[src/rtl/cdb_arbiter_pkg.sv]
// Shared types and constants for the common data bus arbiter: packet layout,
// core-wide index widths and the functional-unit identifiers.
package cdb_arbiter_pkg;

  localparam int N_FU_CFG = 4;
  localparam int ROB_IDX  = 5;
  localparam int PRF_IDX  = 6;
  localparam int ARF_IDX  = 5;

  typedef enum logic [1:0] {
    FU_ALU = 2'd0,
    FU_MUL = 2'd1,
    FU_DIV = 2'd2,
    FU_BR  = 2'd3
  } fu_id_e;

  typedef struct packed {
    logic [ROB_IDX-1:0] rob_id;
    logic [PRF_IDX-1:0] rd_phy;
    logic [ARF_IDX-1:0] rd_arch;
    logic [31:0]        rd_value;
    logic [31:0]        rs1_value_dbg;
    logic [31:0]        rs2_value_dbg;
  } cdb_pkt_t;

  // Round-robin successor of an FU index.
  function automatic int wrap_inc(input int idx, input int n);
    return (idx + 1 >= n) ? 0 : idx + 1;
  endfunction

endpackage

[src/rtl/cdb_arbiter_if.sv]
// FU result ports and CDB broadcast bundle. The master side is the FU/backend
// world, the slave side is the arbiter.
interface cdb_arbiter_if
  import cdb_arbiter_pkg::*;
#(
  parameter int N_FU = N_FU_CFG
);

  logic                          flush;
  logic [N_FU-1:0]               fu_valid;
  logic [N_FU-1:0]               fu_ready;
  cdb_pkt_t [N_FU-1:0]           fu_pkt;

  logic                          cdb_valid;
  logic [ROB_IDX-1:0]            cdb_rob_id;
  logic [PRF_IDX-1:0]            cdb_rd_phy;
  logic [ARF_IDX-1:0]            cdb_rd_arch;
  logic [31:0]                   cdb_rd_value;
  logic [31:0]                   cdb_rs1_value_dbg;
  logic [31:0]                   cdb_rs2_value_dbg;

  modport master (
    output flush, fu_valid, fu_pkt,
    input  fu_ready, cdb_valid, cdb_rob_id, cdb_rd_phy, cdb_rd_arch,
           cdb_rd_value, cdb_rs1_value_dbg, cdb_rs2_value_dbg
  );

  modport slave (
    input  flush, fu_valid, fu_pkt,
    output fu_ready, cdb_valid, cdb_rob_id, cdb_rd_phy, cdb_rd_arch,
           cdb_rd_value, cdb_rs1_value_dbg, cdb_rs2_value_dbg
  );

endinterface

[src/rtl/cdb_arbiter_rr_arbiter.sv]
// Combinational round-robin arbiter: the first set request at or after ptr,
// wrapping around, wins. The request vector is doubled so the wrap becomes a
// plain linear scan over a window of N bits starting at ptr.
module rr_arbiter #(
  parameter  int N     = 4,
  localparam int IDX_W = (N > 1) ? $clog2(N) : 1
) (
  input  logic [N-1:0]     req_i,
  input  logic [IDX_W-1:0] ptr_i,
  input  logic             en_i,
  output logic [N-1:0]     gnt_o,
  output logic [IDX_W-1:0] gnt_idx_o
);

  logic [2*N-1:0] req2;

  assign req2 = {req_i, req_i};

  // Priority scan over the window [ptr, ptr+N) of the doubled request vector.
  always_comb begin
    logic found;
    int   w;
    found     = 1'b0;
    w         = 0;
    gnt_o     = '0;
    gnt_idx_o = '0;
    for (int k = 0; k < 2*N; k++) begin
      if (en_i && !found && (k >= int'(ptr_i)) && (k < int'(ptr_i) + N) && req2[k]) begin
        found     = 1'b1;
        w         = (k >= N) ? k - N : k;
        gnt_idx_o = IDX_W'(w);
        gnt_o     = {{(N-1){1'b0}}, 1'b1} << w;
      end
    end
  end

endmodule

[src/rtl/cdb_arbiter.sv]
// Common data bus arbiter: grants one FU result per cycle round-robin and
// broadcasts the accepted packet on the CDB exactly one cycle later. Flush
// blocks grants, so nothing accepted in a flush cycle reaches the bus.
module cdb_arbiter
  import cdb_arbiter_pkg::*;
#(
  parameter int N_FU = N_FU_CFG
) (
  input  logic         clk,
  input  logic         rst_n,
  cdb_arbiter_if.slave bus
);

  localparam int PTR_W = (N_FU > 1) ? $clog2(N_FU) : 1;

  logic [PTR_W-1:0] ptr_q, ptr_d;
  logic [PTR_W-1:0] gnt_idx;
  logic [N_FU-1:0]  gnt;
  logic             grant_en;
  logic             xfer;
  logic             cdb_valid_q;
  cdb_pkt_t         cdb_pkt_q, cdb_pkt_d;

  // No grant while in reset or flushing; the FU simply keeps holding.
  assign grant_en = rst_n & ~bus.flush;

  rr_arbiter #(.N(N_FU)) u_rr (
    .req_i     (bus.fu_valid),
    .ptr_i     (ptr_q),
    .en_i      (grant_en),
    .gnt_o     (gnt),
    .gnt_idx_o (gnt_idx)
  );

  assign xfer         = |gnt;
  assign bus.fu_ready = gnt;

  // Pointer moves just past the winner; payload captures the winner's packet.
  always_comb begin
    ptr_d     = ptr_q;
    cdb_pkt_d = cdb_pkt_q;
    if (xfer) begin
      ptr_d     = PTR_W'(wrap_inc(int'(gnt_idx), N_FU));
      cdb_pkt_d = bus.fu_pkt[gnt_idx];
    end
  end

  // Pointer and broadcast register.
  always_ff @(posedge clk) begin
    if (!rst_n) begin
      ptr_q       <= '0;
      cdb_valid_q <= 1'b0;
      cdb_pkt_q   <= '0;
    end else begin
      ptr_q       <= ptr_d;
      cdb_valid_q <= xfer;
      cdb_pkt_q   <= cdb_pkt_d;
    end
  end

  assign bus.cdb_valid         = cdb_valid_q;
  assign bus.cdb_rob_id        = cdb_pkt_q.rob_id;
  assign bus.cdb_rd_phy        = cdb_pkt_q.rd_phy;
  assign bus.cdb_rd_arch       = cdb_pkt_q.rd_arch;
  assign bus.cdb_rd_value      = cdb_pkt_q.rd_value;
  assign bus.cdb_rs1_value_dbg = cdb_pkt_q.rs1_value_dbg;
  assign bus.cdb_rs2_value_dbg = cdb_pkt_q.rs2_value_dbg;

  a_ready_onehot: assert property (@(posedge clk) $onehot0(bus.fu_ready));
  a_ready_valid:  assert property (@(posedge clk) (bus.fu_ready & ~bus.fu_valid) == '0);
  a_flush_kill:   assert property (@(posedge clk) bus.flush |=> !bus.cdb_valid);

endmodule

[src/flat_wrapper.sv]
// flat-port wrapper written by rule: the top's interface ports become plain ports
module cdb_arbiter_flat import cdb_arbiter_pkg::*;
#(
  parameter int N_FU = N_FU_CFG
)
  (clk, rst_n, bus_flush, bus_fu_valid, bus_fu_pkt, bus_fu_ready, bus_cdb_valid, bus_cdb_rob_id, bus_cdb_rd_phy, bus_cdb_rd_arch, bus_cdb_rd_value, bus_cdb_rs1_value_dbg, bus_cdb_rs2_value_dbg);
  cdb_arbiter_if #(.N_FU(N_FU)) bus_i ();
  input  logic clk;
  input  logic rst_n;
  input wire logic [$bits(bus_i.flush)-1:0] bus_flush;
  input wire logic [$bits(bus_i.fu_valid)-1:0] bus_fu_valid;
  input wire logic [$bits(bus_i.fu_pkt)-1:0] bus_fu_pkt;
  output wire logic [$bits(bus_i.fu_ready)-1:0] bus_fu_ready;
  output wire logic [$bits(bus_i.cdb_valid)-1:0] bus_cdb_valid;
  output wire logic [$bits(bus_i.cdb_rob_id)-1:0] bus_cdb_rob_id;
  output wire logic [$bits(bus_i.cdb_rd_phy)-1:0] bus_cdb_rd_phy;
  output wire logic [$bits(bus_i.cdb_rd_arch)-1:0] bus_cdb_rd_arch;
  output wire logic [$bits(bus_i.cdb_rd_value)-1:0] bus_cdb_rd_value;
  output wire logic [$bits(bus_i.cdb_rs1_value_dbg)-1:0] bus_cdb_rs1_value_dbg;
  output wire logic [$bits(bus_i.cdb_rs2_value_dbg)-1:0] bus_cdb_rs2_value_dbg;
  assign bus_i.flush = bus_flush;
  assign bus_i.fu_valid = bus_fu_valid;
  assign bus_i.fu_pkt = bus_fu_pkt;
  assign bus_fu_ready = bus_i.fu_ready;
  assign bus_cdb_valid = bus_i.cdb_valid;
  assign bus_cdb_rob_id = bus_i.cdb_rob_id;
  assign bus_cdb_rd_phy = bus_i.cdb_rd_phy;
  assign bus_cdb_rd_arch = bus_i.cdb_rd_arch;
  assign bus_cdb_rd_value = bus_i.cdb_rd_value;
  assign bus_cdb_rs1_value_dbg = bus_i.cdb_rs1_value_dbg;
  assign bus_cdb_rs2_value_dbg = bus_i.cdb_rs2_value_dbg;
  cdb_arbiter #(.N_FU(N_FU)) u_core (.clk(clk), .rst_n(rst_n), .bus(bus_i));
endmodule
[config.mk]
export PLATFORM = sky130hd
export DESIGN_NAME = cdb_arbiter_flat
export DESIGN_NICKNAME = d
export VERILOG_FILES = /design/src/rtl/cdb_arbiter_pkg.sv /design/src/rtl/cdb_arbiter_if.sv /design/src/rtl/cdb_arbiter_rr_arbiter.sv /design/src/rtl/cdb_arbiter.sv /design/src/flat_wrapper.sv
export SDC_FILE = /design/constraint.sdc
export NUM_CORES = 1
export LEC_CHECK = 0
export ABC_AREA = 1
export CELL_PAD_IN_SITES_DETAIL_PLACEMENT = 1
export CELL_PAD_IN_SITES_GLOBAL_PLACEMENT = 1
export CORE_AREA = 5 5 219 221
export CTS_BUF_LIST = sky130_fd_sc_hd__clkbuf_4
export DETAILED_ROUTE_END_ITERATION = 16
export DIE_AREA = 0 0 224 226
export PLACE_DENSITY_LB_ADDON = 0.1
export SYNTH_ARGS = -nofsm -noshare
export SYNTH_HDL_FRONTEND = slang
export SYNTH_HIERARCHICAL = 1
export SYNTH_SLANG_ARGS = --single-unit
[constraint.sdc]
create_clock -name clk -period 3 [get_ports clk]
set_clock_uncertainty 0.1 [all_clocks]
set_input_delay 0.6 -clock clk [delete_from_list [all_inputs] [get_ports clk]]
set_output_delay 0.6 -clock clk [all_outputs]
set_load 0.01 [all_outputs]
# == Yosys cells after proc, flatten, opt, wreduce, memory -nomap -nowiden ==
# Cells that the tools add are included.
# classes
n_bitwise,2
add_sub_neg,2
n_lt_le_gt_ge,13
n_reduce_logical,34
n_mux,25
# ops
cell,n
$bmux W112 S2,1
$mux W112,1
$lt A4 B32 Y1 const A,3
$lt A3 B32 Y1 const A,2
$lt A1 B32 Y1 const A,1
$lt A2 B32 Y1 const A,1
$mux W4,7
$logic_and A1 B1 Y1,26
$mux W2,7
$mux W1,9
$logic_not A1 Y1,7
$add A2 B3 Y4 const B,1
$ge A1 B2 Y1 const A,2
$lt A3 B4 Y1 const A,1
$reduce_or A4 Y1,1
$add A2 B1 Y3 const B,1
$ge A3 B3 Y1 const B,1
$lt A2 B3 Y1 const B,1
$ge A2 B2 Y1 const A,1
$and A1 B1 Y1,1
$not A1 Y1,1
# word_totals
wordCells,84
output_inout_bits,117
in_bits,455
reg_bits,115

# == Logic depth before layout (Yosys ltp) ==
# Gate-level depths: netlist of run 1.
# depth
word_depth,46
ltp_mapped,18
depth_no_buf,14

# == Hierarchy ==
# The synthesis of run 1 kept the hierarchy.
# by_module_without_submodules
module,seq_area_each_um2,area_per_inst_um2,cells_each,n_inst
cdb_arbiter,2302.2,8092.8,1374,1
rr_arbiter,0.0,132.6,29,1

# == Least setup slack after synthesis of run 1 ==
# No wires, ideal clock.
# synth_timing
path_type,input to register
from,in rst_n
to,"reg u_core.cdb_pkt_q, in the netlist u_core/bus.cdb_rd_value[0]"
stages,13
required_time_ps,2781
path_buffers,3
setup_ps,119
slack_ps,444
t_arrival_ps,2337
path_cell_list,buf_2 inv_1 nor2_1 inv_1 nor2_1 o21ai_1 nand3_2 o21ai_0 nor2_4 nand2_2 buf_2 buf_2 a21oi_1
# synth_between
word_cells_on_any_way,59
classes_between,mux (24); bitwise (1); reduce/logical (34)
# synth_lines
element,line,rtl
from (decl),flat_wrapper.sv:9,input logic rst_n;
$and A1 B1 Y1 *,cdb_arbiter.sv:25,assign grant_en = rst_n & ~bus.flush;
via u_core.grant_en,cdb_arbiter.sv:19,logic grant_en;
$logic_and A1 B1 Y1 (3 in a row),cdb_arbiter_rr_arbiter.sv:28,if (en_i && !found && (k >= int'(ptr_i)) && (k < int'(ptr_i) + N) && req2[k]) begin
$mux W1,cdb_arbiter_rr_arbiter.sv:28,
$logic_not A1 Y1,cdb_arbiter_rr_arbiter.sv:28,
$logic_and A1 B1 Y1 (4 in a row),cdb_arbiter_rr_arbiter.sv:28,
$mux W1,cdb_arbiter_rr_arbiter.sv:28,
$logic_not A1 Y1,cdb_arbiter_rr_arbiter.sv:28,
(+20 left out),n/a,
$logic_not A1 Y1,cdb_arbiter_rr_arbiter.sv:28,
$logic_and A1 B1 Y1 (3 in a row),cdb_arbiter_rr_arbiter.sv:28,
$mux W1,cdb_arbiter_rr_arbiter.sv:28,
$logic_not A1 Y1,cdb_arbiter_rr_arbiter.sv:28,
$logic_and A1 B1 Y1 (3 in a row),cdb_arbiter_rr_arbiter.sv:28,
$mux W4 *,cdb_arbiter_rr_arbiter.sv:28,
via bus_fu_ready[0],flat_wrapper.sv:13,output wire logic [$bits(bus_i.fu_ready)-1:0] bus_fu_ready;
$reduce_or A4 Y1 *,cdb_arbiter.sv:35,assign xfer = |gnt;
to (signal assigned),cdb_arbiter.sv:57,cdb_pkt_q <= cdb_pkt_d;
to (decl),cdb_arbiter.sv:22,"cdb_pkt_t cdb_pkt_q, cdb_pkt_d;"
# The timed path passes the listed nets; every way through them passes the cells marked *. The select of a mux whose other input is x is not followed.
# A chain may end at the register's enable or synchronous reset.

# == Worst setup path after layout of run 1 ==
# layout_timing
from,in bus_flush
to,out bus_fu_ready[2]
# layout_between
elab_chain_len,43
word_cells_on_any_way,48
classes_between,mux (13); bitwise (2); reduce/logical (33)
# layout_lines
element,line,rtl
from (decl),flat_wrapper.sv:10,input wire logic [$bits(bus_i.flush)-1:0] bus_flush;
$not A1 Y1 *,cdb_arbiter.sv:25,
$and A1 B1 Y1 *,cdb_arbiter.sv:25,
via u_core.grant_en,cdb_arbiter.sv:19,
$logic_and A1 B1 Y1 (3 in a row),cdb_arbiter_rr_arbiter.sv:28,
$mux W1,cdb_arbiter_rr_arbiter.sv:28,
$logic_not A1 Y1,cdb_arbiter_rr_arbiter.sv:28,
$logic_and A1 B1 Y1 (4 in a row),cdb_arbiter_rr_arbiter.sv:28,
$mux W1,cdb_arbiter_rr_arbiter.sv:28,
(+17 left out),n/a,
$logic_and A1 B1 Y1 (3 in a row),cdb_arbiter_rr_arbiter.sv:28,
$mux W1,cdb_arbiter_rr_arbiter.sv:28,
$logic_not A1 Y1,cdb_arbiter_rr_arbiter.sv:28,
$logic_and A1 B1 Y1 (3 in a row),cdb_arbiter_rr_arbiter.sv:28,
$mux W1,cdb_arbiter_rr_arbiter.sv:28,
$logic_not A1 Y1,cdb_arbiter_rr_arbiter.sv:28,
$logic_and A1 B1 Y1 (3 in a row),cdb_arbiter_rr_arbiter.sv:28,
$mux W4 *,cdb_arbiter_rr_arbiter.sv:28,
to (decl),flat_wrapper.sv:13,
# The timed path passes the listed nets; every way through them passes the cells marked *.

==> reports/qor.csv, run 1 <==
metric,value,unit
vias_in_the_first_global_route,11800,
area_occupied_by_multi_input_gates,0.00526,sq mm
pwr-share-clk,0.214,
timing.final.max_slew_violations,0,
final_cell_mix,"680 x nand2_1, 566 x clkdlybuf4s50_1, 229 x nand3_1",
buffers_added_on_ports,571,
power_per_cell_area,369,mW/mm^2
num-fill-cells,5813,
synth.area.top_cells,"nand2_1 31%, dfxtp_1 28%, nand3_1 14%",
netlist.area_leader.share,0.312,
clk_pin_slew_worst_paths,0.14,ns
critPathRequiredTime,2.30,ns
route.detailed.drc,0,
overflow,0,
drt-initial-drc-count,446,
worst_pin_slew,0.703,ns
mostFrequentLayoutCell,nand2_1,
share_of_final_layout_standard_cells_stronger_than_drive_strength_1,0.0671,
routed_wirelength,50.0,mm
dieHeight,226,microns
run_status,"finished, final reports clean",
tritoncts,done,
final_cell_count_no_fill,2575,
holdWs,0.354,ns
worst-setup-path-type,in -> out,
route.antenna.remaining_nets,0,
worst_slew_margin_rel,0.531,
leakage,6.72,nW
routed-via-count,11300,
yosysTopAreaCell,nand2_1,
x_dimension_of_the_die,224,microns
max_cap_violations,0,
worst_setup_path_end_kind,primary output,
startpoint_class_of_the_critical_path,input pin,
signed_area_change_from_the_synthesized_netlist_to_the_final_layout,87.7,%
groute.usage.overall,0.187,
peakVddDrop,200,uV
cts.repair_timing.setup_buffer_count,0,
clock_tree.buffer_depth,2,
seq_power_share,0.320,
layout_min_cycle_time,2.86,ns
count_of_mapped_cells_out_of_synthesis,1403,
report.final.hold_viol_count,0,
detailedPlacementHpwl,39.1,mm
grt_pass1_wl,73.2,mm
syn_std_cell_area,0.00823,sq mm
switching_power,2.05,mW
critPathArrivalTime,2.16,ns
antenna_violations_before_repair,2,
core_area,0.0460,sq mm
postSynthNetCount,1859,
clk_root_buffer_cell,clkbuf_4,
post_drt_via_cell_ratio,4.40,
totalPowerFinal,5.70,mW
combinationalPowerShare,0.466,
top_level_port_count,572,
post_place_cells,2542,
yosysSeqAreaShare,0.280,
setup_viol,0,
grt_start_max_net_pins,58,
crit_path_max_fanout,2,
min-delay-path-class,in -> reg,
drt_pass1_iterations,5,
row_count,79,
regArea,0.00230,sq mm
clk-insertion-delay-late,0.57,ns
design.die.area,0.0506,sq mm
wl_per_cell,19.4,microns
nets,2410,
numCtsBuffers,17,
yosysWarningCount,6,
yosysUniqueCellTypes,23,
maxClockFrequency,350,MHz
util_after_layout,0.336,
htree_num_levels,4,
ys_ff_latch,115,
sw_frac_of_total,0.359,
clock-sinks,115,
fin_crit_sh,0.952,
rsz_0062_raised_after_global_routing,false,
place.gp.congestion,0.871,
avgSynthCellArea,5.86,sq um
initial_utilization,0.179,
internal-power,3.65,mW
-- power by group through the flow --
stage               Clock [mW]  Combinational (mW)  Sequential, mW
finish                    1.22                2.66            1.82
global route              1.35                2.90            1.85
CTS                       1.29                2.71            1.83
detailed placement           0                2.70            1.86
global placement             0                2.68            1.85
floorplan                    0                1.01            1.94
-- flip-flops by register name, indices dropped and copies added (netlist names) --
register and flops:
u_core/bus.cdb_rd_value 32, u_core/bus.cdb_rs1_value_dbg 32, u_core/bus.cdb_rs2_value_dbg 32, u_core/bus.cdb_rd_phy 6, u_core/bus.cdb_rd_arch 5, u_core/bus.cdb_rob_id 5, u_core/ptr_q 2, u_core/bus.cdb_valid 1
-- routing by layer --
metal / GRT usage / vias up / routed length (microns) / share of wire
li1: - / 5678 / - / -
met3: 0.0565 / 20 / 3470 / 0.069
met4: 0.0350 / 0 / 529 / 0.011
met2: 0.325 / 318 / 24600 / 0.49
met5: 0 / - / 0 / 0
met1: 0.231 / 5322 / 21400 / 0.43
-- synthesized netlist by cell type --
library cell / instances
nand3_1: 229
inv_4: 1
nand3b_1: 112
nand2_1: 683
buf_1: 13
inv_1: 8
a21oi_2: 1
nor2_1: 6
nand3_2: 1
buf_2: 59
a21oi_1: 114
nand4_1: 1
buf_6: 3
nand2_2: 1
dfxtp_1: 115
o21ai_1: 1
nor2_4: 2
ha_1: 1
nor2_2: 1
buf_4: 25
o21ai_0: 2
inv_2: 1
clkbuf_1: 23
-- cell type report --
| cell class | instances | area share |
|---|---|---|
| flip-flops and latches | 115 | 0.149 |
| well taps | 607 | 0.0492 |
| repair buffers | 655 | 0.440 |
| diodes | 1 | 0.000162 |
| clock inverters | 14 | 0.00908 |
| clock buffers | 18 | 0.00875 |
| multi-input cells | 1155 | 0.341 |
| inverters | 10 | 0.00292 |
-- path summary, 6_finish.rpt --
path	from	endpoint	slack (ns)	cells past startpoint
max	bus_flush	bus_fu_ready[2]	0.14	9
min	rst_n	u_core/ptr_q[1]	0.35	4
max reg2reg	u_core/ptr_q[1]	u_core/bus.cdb_rs1_value_dbg[23]	0.67	13
min reg2reg	u_core/ptr_q[0]	u_core/ptr_q[0]	0.43	2
-- through the flow --
step / setup slack (ns) / TNS, ns / cell area, sq um
after floorplan: 0.444 / 0 / 8230
after global placement: -0.299 / -8.41 / 15200
after detailed placement: -0.312 / -11.52 / 15200
after CTS: 0.0162 / 0 / 15400
after global routing: 0.0113 / 0 / 15400
final: 0.145 / 0 / 15400
-- critical path, cell delays in order --
cell and delay [ns]:
clkdlybuf4s50_1 0.47, nor2_2 0.15, inv_1 0.08, a21oi_2 0.14, nand3_2 0.11, nor2_2 0.12, nand3_1 0.12, nand2_1 0.11
clkdlybuf4s15_1 0.26
-- cells by family after synthesis --
family / after synthesis / share of synthesized area
flops: 115 / 0.280
compound gates: 118 / 0.0723
fa+ha+maj: 1 / 0.00152
simple gates: 1036 / 0.562
buf+inv: 133 / 0.0841
-- what timing repair did --
item                       CTS  global route
setup endpoints to repair    4             2
hold buffers                 0             0
resized for setup            5             6
Note: power is estimated with default switching activity, not from simulation.
==> run 2, diff against run 1 <==
--- a/config.mk
+++ b/config.mk
@@ -13,6 +13,7 @@
 export DETAILED_ROUTE_END_ITERATION = 16
 export DIE_AREA = 0 0 224 226
 export PLACE_DENSITY_LB_ADDON = 0.1
+export SLEW_MARGIN = 40
 export SYNTH_ARGS = -nofsm -noshare
 export SYNTH_HDL_FRONTEND = slang
 export SYNTH_HIERARCHICAL = 1
==> results of run 2 <==
The final DEF is identical to that of run 1; final timing and power are the same.
==> run 3, diff against run 2 <==
==> constraint.sdc (replaced) <==
create_clock -name clk -period 2.81 [get_ports clk]
set_clock_uncertainty 0.1 [all_clocks]
set_input_delay 0.562 -clock clk [delete_from_list [all_inputs] [get_ports clk]]
set_output_delay 0.562 -clock clk [all_outputs]
set_load 0.01 [all_outputs]
==> run 3 against run 2 <==
Flip-flop and latch count stayed put. Final area about the same. Worst setup slack got worse by 0.072 ns. Die area stayed put. Sequential share of layout area about the same. Register-to-register slack worse by 0.18 ns. Clock power hardly changed. Global-route usage is essentially flat. Critical path depth stayed put. Critical path type unchanged. Critical endpoint unchanged. Largest power group unchanged. Highest routed layer is now met5.
==> reports/qor.csv, run 3 (same netlist as run 1, synthesis figures left out) <==
metric,value,unit,change
totalPowerFinal,6.03,mW,+5.7%
grt_pass1_wl,73.3,mm,+0.23%
power_per_cell_area,390,mW/mm^2,+5.7%
groute.usage.overall,0.187,,+0.000187
final_cell_count_no_fill,2576,,+0.039%
timing.final.max_slew_violations,0,,unchanged
layout_min_cycle_time,2.74,ns,
worst-setup-path-type,in -> out,,
startpoint_class_of_the_critical_path,input pin,,
peakVddDrop,190,uV,-4.8%
nets,2410,,unchanged
clk_pin_slew_worst_paths,0.12,ns,-0.02 ns
top_level_port_count,572,,unchanged
place.gp.congestion,0.841,,-3.3%
regArea,0.00230,sq mm,about the same
core_area,0.0460,sq mm,unchanged
leakage,6.74,nW,+0.22%
drt_pass1_iterations,4,,-1
routed-via-count,11400,,+0.39%
worst_slew_margin_rel,0.526,,-0.00513
initial_utilization,0.179,,unchanged
critPathRequiredTime,2.15,ns,-0.15 ns
htree_num_levels,4,,unchanged
design.die.area,0.0506,sq mm,unchanged
min-delay-path-class,in -> reg,,
drt-initial-drc-count,406,,-9.0%
route.detailed.drc,0,,unchanged
post_place_cells,2541,,-0.039%
share_of_final_layout_standard_cells_stronger_than_drive_strength_1,0.0667,,-0.000441
mostFrequentLayoutCell,nand2_1,,
x_dimension_of_the_die,224,microns,unchanged
numCtsBuffers,17,,unchanged
grt_start_max_net_pins,59,,+1.7%
fin_crit_sh,0.974,,
setup_tns,0,ns,unchanged
critPathArrivalTime,2.08,ns,-0.08 ns
final_cell_mix,"680 x nand2_1, 565 x clkdlybuf4s50_1, 229 x nand3_1",,
clk_root_buffer_cell,clkbuf_4,,
setup_viol,0,,unchanged
tritoncts,done,,
routed_wirelength,50.0,mm,about the same
report.final.hold_viol_count,0,,unchanged
wl_per_cell,19.4,microns,about the same
detailedPlacementHpwl,39.1,mm,-0.11%
vias_in_the_first_global_route,11900,,+1.0%
dieHeight,226,microns,unchanged
clk-insertion-delay-late,0.53,ns,-0.04 ns
max_cap_violations,0,,unchanged
crit_path_max_fanout,3,,+1
clock-sinks,115,,unchanged
post_cts_hold_buffer_count,0,,unchanged
buffers_added_on_ports,571,,unchanged
route.antenna.remaining_nets,0,,unchanged
worst_setup_path_end_kind,primary output,,
clock_tree.buffer_depth,2,,unchanged
area_occupied_by_multi_input_gates,0.00526,sq mm,about the same
num-fill-cells,5715,,-1.7%
maxClockFrequency,365,MHz,
worst_pin_slew,0.711,ns,+0.00770 ns
row_count,79,,unchanged
run_status,"finished, final reports clean",,
holdWs,0.319,ns,-0.0345 ns
antenna_violations_before_repair,9,,+7
post_drt_via_cell_ratio,4.42,,+0.35%
signed_area_change_from_the_synthesized_netlist_to_the_final_layout,87.7,%,about the same
overflow,0,,unchanged
## run 3: worst max-delay path, cell delays in order
cell and delay [ns]:
clkdlybuf4s50_1 0.43, inv_1 0.09, nor2_1 0.07, o21ai_2 0.22
nand3_2 0.11, nor2_2 0.12, nand3_1 0.14, nand2_2 0.10
clkdlybuf4s15_2 0.24
## run 3: path summary, 6_finish.rpt
kind,startpoint,endpoint,slack [ns],cells after the start
min,rst_n,u_core/ptr_q[1],0.32,4
max reg2reg,u_core/ptr_q[1],u_core/bus.cdb_rs1_value_dbg[3],0.49,13
max,bus_fu_valid[0],bus_fu_ready[2],0.07,9
min reg2reg,u_core/ptr_q[0],u_core/ptr_q[0],0.40,2
## run 3: metal layers
layer | up-vias | global-route usage | routed length (microns)
met3 | 29 | 0.0575 | 3560
met1 | 5359 | 0.230 | 21100
met4 | 8 | 0.0352 | 508
met2 | 316 | 0.327 | 24800
li1 | 5670 | - | -
met5 | - | 0 | 52
## run 3: power breakdown
group	total [mW]	switching [mW]	internal, mW
Combinational	2.83	1.30	1.52
Clock	1.25	0.730	0.516
Sequential	1.95	0.107	1.84
Total	6.03	2.14	3.89
## run 3: area by class of cell
type                            count  share of cell area
Clock inverter                     12             0.00762
Clock buffer                       18             0.00875
Antenna cell                        4            0.000648
Inverter                           10             0.00292
Multi-Input combinational cell   1155               0.341
Sequential cell                   115               0.149
Timing Repair Buffer              655               0.441
Tap cell                          607              0.0492
## run 3: timing repair
item / in CTS / in global routing
pin swaps: 1 / 1
gates resized for setup: 11 / 3
endpoints found under the setup margin: 4 / 3
setup buffers: 0 / 1
## run 3: stage by stage
step / setup slack, ns / area (sq um) / util
global placement: -0.346 / 15200 / 0.330
finish: 0.0726 / 15400 / 0.336
detailed placement: -0.416 / 15200 / 0.330
global route: -0.0264 / 15400 / 0.336
CTS: 0.0273 / 15400 / 0.335
floorplan: 0.292 / 8230 / -
